--- src/rtl/bus_arb_2to1_pkg.sv ---
// Shared definitions for the 2-to-1 bus arbiter: state and source
// encodings plus the datapath width.
package bus_arb_2to1_pkg;

    localparam int DATA_W = 32;

    typedef enum logic {
        EMPTY = 1'b0,
        FULL  = 1'b1
    } state_t;

    typedef enum logic {
        SRC_IN0 = 1'b0,
        SRC_IN1 = 1'b1
    } src_t;

endpackage

--- src/rtl/mux32Bit_2To1.sv ---
// Plain 32-bit two-input multiplexer; sel=0 passes in0, sel=1 passes in1.
module mux32Bit_2To1 (
    input  logic [31:0] in0,
    input  logic [31:0] in1,
    input  logic        sel,
    output logic [31:0] out
);

    // Pure combinational select
    always_comb begin
        out = sel ? in1 : in0;
    end

endmodule

--- src/rtl/bus_arb_2to1.sv ---
// Two-requester bus arbiter with a single-entry registered output.
// Round-robin or fixed-priority (in0 wins) selection; the output register
// can drain and refill in the same cycle so a busy bus moves one word per clock.
module bus_arb_2to1
    import bus_arb_2to1_pkg::*;
#(
    parameter int PRIO_FIXED = 0
) (
    input  logic              clk,
    input  logic              reset,
    input  logic              in0_valid,
    input  logic [DATA_W-1:0] in0_data,
    output logic              in0_ready,
    input  logic              in1_valid,
    input  logic [DATA_W-1:0] in1_data,
    output logic              in1_ready,
    output logic              out_valid,
    output logic [DATA_W-1:0] out_data,
    output logic              out_src,
    input  logic              out_ready
);

    state_t            state;
    logic              last_grant;
    logic              load_en;
    logic              accept;
    logic              grant_idx;
    logic [DATA_W-1:0] mux_data;

    assign out_valid = (state == FULL);

    // The output register may take a new word when empty or when its current word leaves this cycle
    assign load_en = (state == EMPTY) | (out_ready & out_valid);

    // Pick the granted index from the valids and the priority pointer; data never influences the choice
    always_comb begin
        grant_idx = SRC_IN0;
        if (in0_valid && in1_valid) begin
            if (PRIO_FIXED != 0) begin
                grant_idx = SRC_IN0;
            end else begin
                grant_idx = ~last_grant;
            end
        end else if (in1_valid) begin
            grant_idx = SRC_IN1;
        end
    end

    // Readies are held low while reset is asserted even though the register already reads EMPTY
    assign accept    = load_en & (in0_valid | in1_valid) & ~reset;
    assign in0_ready = accept & (grant_idx == SRC_IN0);
    assign in1_ready = accept & (grant_idx == SRC_IN1);

    mux32Bit_2To1 u_mux (
        .in0 (in0_data),
        .in1 (in1_data),
        .sel (grant_idx),
        .out (mux_data)
    );

    // EMPTY/FULL state machine with the output register and the round-robin pointer
    always_ff @(posedge clk or posedge reset) begin
        if (reset) begin
            state      <= EMPTY;
            out_data   <= '0;
            out_src    <= SRC_IN0;
            last_grant <= SRC_IN1;
        end else begin
            if (accept) begin
                state      <= FULL;
                out_data   <= mux_data;
                out_src    <= grant_idx;
                last_grant <= grant_idx;
            end else if (state == FULL && out_ready) begin
                state <= EMPTY;
            end
        end
    end

endmodule
--- config.mk ---
export PLATFORM = sky130hd
export DESIGN_NAME = bus_arb_2to1
export DESIGN_NICKNAME = d
export VERILOG_FILES = /design/src/rtl/bus_arb_2to1_pkg.sv /design/src/rtl/mux32Bit_2To1.sv /design/src/rtl/bus_arb_2to1.sv
export SDC_FILE = /design/constraint.sdc
export NUM_CORES = 1
export LEC_CHECK = 0
export ABC_AREA = 1
export CORE_ASPECT_RATIO = 1.25
export CORE_MARGIN = 2
export CORE_UTILIZATION = 39
export CTS_BUF_LIST = sky130_fd_sc_hd__clkbuf_16
export CTS_CLUSTER_SIZE = 14
export DETAILED_ROUTE_END_ITERATION = 8
export PLACE_DENSITY = 0.84
export SYNTH_ARGS = -nofsm -noshare
export SYNTH_HDL_FRONTEND = slang
export SYNTH_HIERARCHICAL = 1
export SYNTH_SLANG_ARGS = --single-unit
--- constraint.sdc ---
create_clock -name clk -period 1.5 [get_ports clk]
set_input_delay 0.3 -clock clk [delete_from_list [all_inputs] [get_ports clk]]
set_output_delay 0.3 -clock clk [all_outputs]
set_load 0.02 [all_outputs]
# After elaboration in Yosys (flattened, before gate mapping)
# Cells that the tools add are included.
[op_classes] n_lt_le_gt_ge=0 bitwise=11 n_shift=0 div_mod_pow=0 add_sub_neg=0 mul=0 reduce_logical=3 mux=5 n_eq_ne=0
[op_table] op="$mux 32" count=1
[op_table] op="$and 1x1->1" count=5
[op_table] op="$mux 1" count=4
[op_table] op="$not 1->1" count=4
[op_table] op="$logic_and 1x1->1" count=2
[op_table] op="$or 1x1->1" count=2
[op_table] op="$reduce_bool 2->1" count=1
[word_totals] mem_bits_ro=0 input_bits=69 ff_bits=35 wordCells=23 out_inout_bits=36 ram_bits=0 latchBits=0 mem_count=0

# Longest topological paths before layout
[logic_depth] depth_word=5 mapped_depth=9 depth_no_buf=7

# Modules after synthesis
# Netlist, hierarchy kept.
[by_module_without_submodules] module="bus_arb_2to1" cells_per_inst=159 seq_area_each_um2=877.1 n_inst=1 area_per_inst_um2=1480.2
[by_module_without_submodules] module="mux32Bit_2To1" cells_per_inst=104 seq_area_each_um2=0.0 n_inst=1 area_per_inst_um2=491.7

# Worst setup path before layout
# No wires, ideal clock.
[synth_timing] kind="register -> output" start="register state (netlist: out_valid)" end="output in0_ready" n_path_buf=1 arrival_time_ns=1.094 required_ns=1.200 setup_slack_ns=0.106 path_stages_with_launch=5 cell_sequence="dfrtp_1 nand2_2 nand3_4 buf_6 nor2_2"
[synth_via] elab_chain_len=5 word_cells_on_any_way=6 classes_between="bitwise (6)"
[synth_rtl] element="start: declaration" line="bus_arb_2to1.sv:23" rtl="state_t state;"
[synth_rtl] element="start signal: assignment" line="bus_arb_2to1.sv:64" rtl="state <= EMPTY;"
[synth_rtl] element="start signal: assignment" line="bus_arb_2to1.sv:70" rtl="state <= FULL;"
[synth_rtl] element="start signal: assignment" line="bus_arb_2to1.sv:75" rtl="state <= EMPTY;"
[synth_rtl] element="$and 1x1->1 or $not 1->1 (tied branches)" line="bus_arb_2to1.sv:33" rtl="assign load_en = (state == EMPTY) | (out_ready & out_valid);"
[synth_rtl] element="$or 1x1->1 (*)" line="bus_arb_2to1.sv:33"
[synth_rtl] element="$and 1x1->1 (*) (2 in series)" line="bus_arb_2to1.sv:50" rtl="assign accept = load_en & (in0_valid | in1_valid) & ~reset;"
[synth_rtl] element="$and 1x1->1 (*)" line="bus_arb_2to1.sv:51" rtl="assign in0_ready = accept & (grant_idx == SRC_IN0);"
[synth_rtl] element="end: declaration" line="bus_arb_2to1.sv:13" rtl="output logic in0_ready,"
# Every way passes the cells marked *; elsewhere a longest branch is shown, timed or not.

# Final worst setup path
[layout_timing] start="register last_grant" end="output in0_ready"
[layout_via] elab_chain_len=4
[layout_rtl] element="start: declaration" line="bus_arb_2to1.sv:24" rtl="logic last_grant;"
[layout_rtl] element="start signal: assignment" line="bus_arb_2to1.sv:73" rtl="last_grant <= grant_idx;"
[layout_rtl] element="$not 1->1" line="bus_arb_2to1.sv:42" rtl="grant_idx = ~last_grant;"
[layout_rtl] element="$mux 1" line="bus_arb_2to1.sv:38" rtl="if (in0_valid && in1_valid) begin"
[layout_rtl] element="via grant_idx" line="bus_arb_2to1.sv:27" rtl="logic grant_idx;"
[layout_rtl] element="$not 1->1" line="bus_arb_2to1.sv:51"
[layout_rtl] element="$and 1x1->1" line="bus_arb_2to1.sv:51"
# The timed path passes the listed nets, and every way through them passes these cells.

==> out/results.txt <==
Tmin final - 1.52 ns
Die Y - 83.5 um
CORE AREA - 4800 um^2
failing checks - negative setup slack
CP arrival - 1.22 ns
top cells by count, synth - nand2_1, dfrtp_1, nand4_1, nand2_2, buf_2
Setup-failing EPs final - 1
Synth Net Count - 332
number of synthesized register bits - 35
worst hold path cell count - 5
CTS tree - yes
fraction of layout instances using a drive strength above 1 - 11.4%
Avg WL per Cell - 12.8 um
PD cells - 1100 nW/um^2
clock share of power - 32.2%
Yosys top cell area share - 43.1%
critical path's slowest cell - dfstp_2
post-synthesis sequential area ratio - 44.5%
grt ovf - 0
DIE AREA - 5640 um^2
ANT nets after route - 0
Final Total Pwr - 3480 uW
Leak - 0.00170 uW
hold wc startpoint - out_ready
first-pass GRT wire length - 8.93 mm
Fin. Hold Viols - 0
gpl congestion - 0.716
CP Class - flip-flop to output pin
Tcrit/Tclk final - 101%
final WL - 5.45 mm
worst setup margin - -0.0215 ns
# IOs - 105
Worst R2R End - out_data[15]
DP Cell Count - 417
most common cell in the synthesized netlist - nand2_1
Min-Delay Endpoint - last_grant
Fmax - 657 MHz
hold crit path type - input pin to flip-flop
most frequently used flop master after synthesis - dfrtp_1
Rows - 28
most used cell, CP - buf_6
worst-path maximum fanout - 3
Worst IR Drop VDD - 0.000640 V
Clk pin slew, worst setup/hold paths - 0.05 ns
Final Skew - 0.00267 ns
# DRC - 0
worst slew pin tran - 0.456 ns
Reg area - 877 um^2
P_int - 2390 uW
setup TNS - -0.0215 ns
final core occ - 65.9%
largest net degree at the start of global routing - 44
switching share of power - 31.2%
run status - finished with violations
Buffers on Ports - 104
post-synth top area cell - dfrtp_1
Post-Syn Area - 1970 um^2
Yosys warning count - 6
vias in the first global route - 1,950
Logic pwr share - 32.9%
slowest cell delay on critical path - 0.55 ns
synth top area cells - dfrtp_1, nand2_1, nand4_1, nand2_2, buf_6
Area after DPL - 2990 um^2
switching pwr - 1090 uW
number of synthesized flops with an enable pin - 0
clock latency on the worst-skew pair - 0.27 ns
initial core utilization - 41.1%
Avg Cell Area, Syn - 7.50 um^2
reg-to-reg startpoint - last_grant
Max Cap Viol - 0
Slew Limit Fails - 0
Post-synth ARST share - 100%
# diodes - 0
initial antenna violation count - 0
element type at the critical path start - flip-flop
GRT Overall Usage - 20.6%
unrepaired setup endpoints after global routing - true
clock root buffer - clkbuf_16
Netlist cell types - 16
die width - 67.6 um
Via Count - 2,031
htree depth - 2
DRT iter0 DRCs - 172
Finished Cell Area - 3160 um^2
CTS Buffer Depth - 2
clock sink total - 35
Reg2Reg Depth - 8
CP Capture Type - output pin
Finished Layout Cells - 427
NumNets Final - 435
drt pass-1 iters - 4
post-synthesis instance total - 263
Multi-input gate area - 917 um^2
Rel. slew slack - 69.6%
CP required - 1.20 ns
Layout fillers - 430
CTS Buf Count - 5
Cell Chain, Critical Path - a21oi_4 > buf_6 > nor2_4 > buf_6
CTS Hold Buffers Added - 0
Detail Placement HPWL - 3.89 mm
Sequential Power Share - 35.0%
via/cell ratio - 4.76
r2r setup slk - 0.02 ns
P&R area growth vs syn - 60.4%
[final cells by class]
type / instances / share of cell area, %
repair buffers: 115 / 34.5
clock buffers: 5 / 3.96
well taps: 60 / 2.37
inverters: 6 / 1.23
clock inverters: 3 / 1.23
flip-flops and latches: 35 / 27.7
multi-input cells: 203 / 29.0
[power by group through the flow]
stage	clock network [uW]	registers (uW)	logic [uW]
2_1_floorplan	0	1450	437
3_5_place_dp	0	1230	1260
4_1_cts	1150	1220	1160
5_1_grt	1210	1240	1240
3_3_place_gp	0	1230	1230
6_report	1120	1220	1140
[timing repair]
| item | CTS | global route |
|---|---|---|
| resized for setup | 55 | 3 |
| hold endpoints to repair | 0 | 0 |
| pin swaps | 0 | 3 |
| buffers inserted | 1 | 1 |
| endpoints found under the setup margin | 68 | 25 |
[cells in the final DEF (no fill, tap or decap), types with 4 or more instances in the layout]
cell             Yosys  routed
nand2_2             12      11
nand4_1             32      32
nand2_1            155     155
clkdlybuf4s50_1      0      65
buf_4                0       9
dfrtp_1             34      34
dlygate4sd2_1        0      36
buf_6                6       4
clkbuf_16            0       5
inv_2                2       4
[stage by stage]
step,hold WS (ns),worst slack (ns)
floorplan,0.442,0.106
global placement,0.453,-0.590
detailed placement,0.457,-0.579
CTS,0.464,-0.0392
global route,0.479,-0.0636
finish,0.444,-0.0215
[registers in the layout (all words and copies together) (netlist names)]
register,cells
out_src,1
last_grant,1
out_data,32
out_valid,1
[logic make-up (layout without fill, tap and decap cells)]
group	Yosys count	in the layout	synth area share, %
and+or+nand+nor	202	202	44.9
buffers and inverters	25	129	10.3
DFF	35	35	44.5
AOI/OAI and AO/OA	1	1	0.254
[worst max path at each step]
stage	cells after the start	startpoint	endpoint
floorplan	4	out_valid	in0_ready
global placement	6	in1_valid	in1_ready
detailed placement	6	in0_valid	in0_ready
CTS	4	last_grant	in0_ready
global route	4	last_grant	in0_ready
finish	4	last_grant	in0_ready
[worst max-delay path, delay by kind of cell (launching register included)]
family          cells  cell delay, ns
compound gates      1            0.07
simple gates        1            0.08
buf+inv             2            0.25
flops               1            0.55
[routing by layer]
layer	vias up	track usage [%]	routed length (um)
met5	-	0	0
met4	0	4.64	23
met3	2	5.40	294
met1	937	24.7	2230
met2	50	36.0	2900
li1	1042	-	-
No activity file was read; power rests on OpenSTA's default activity.
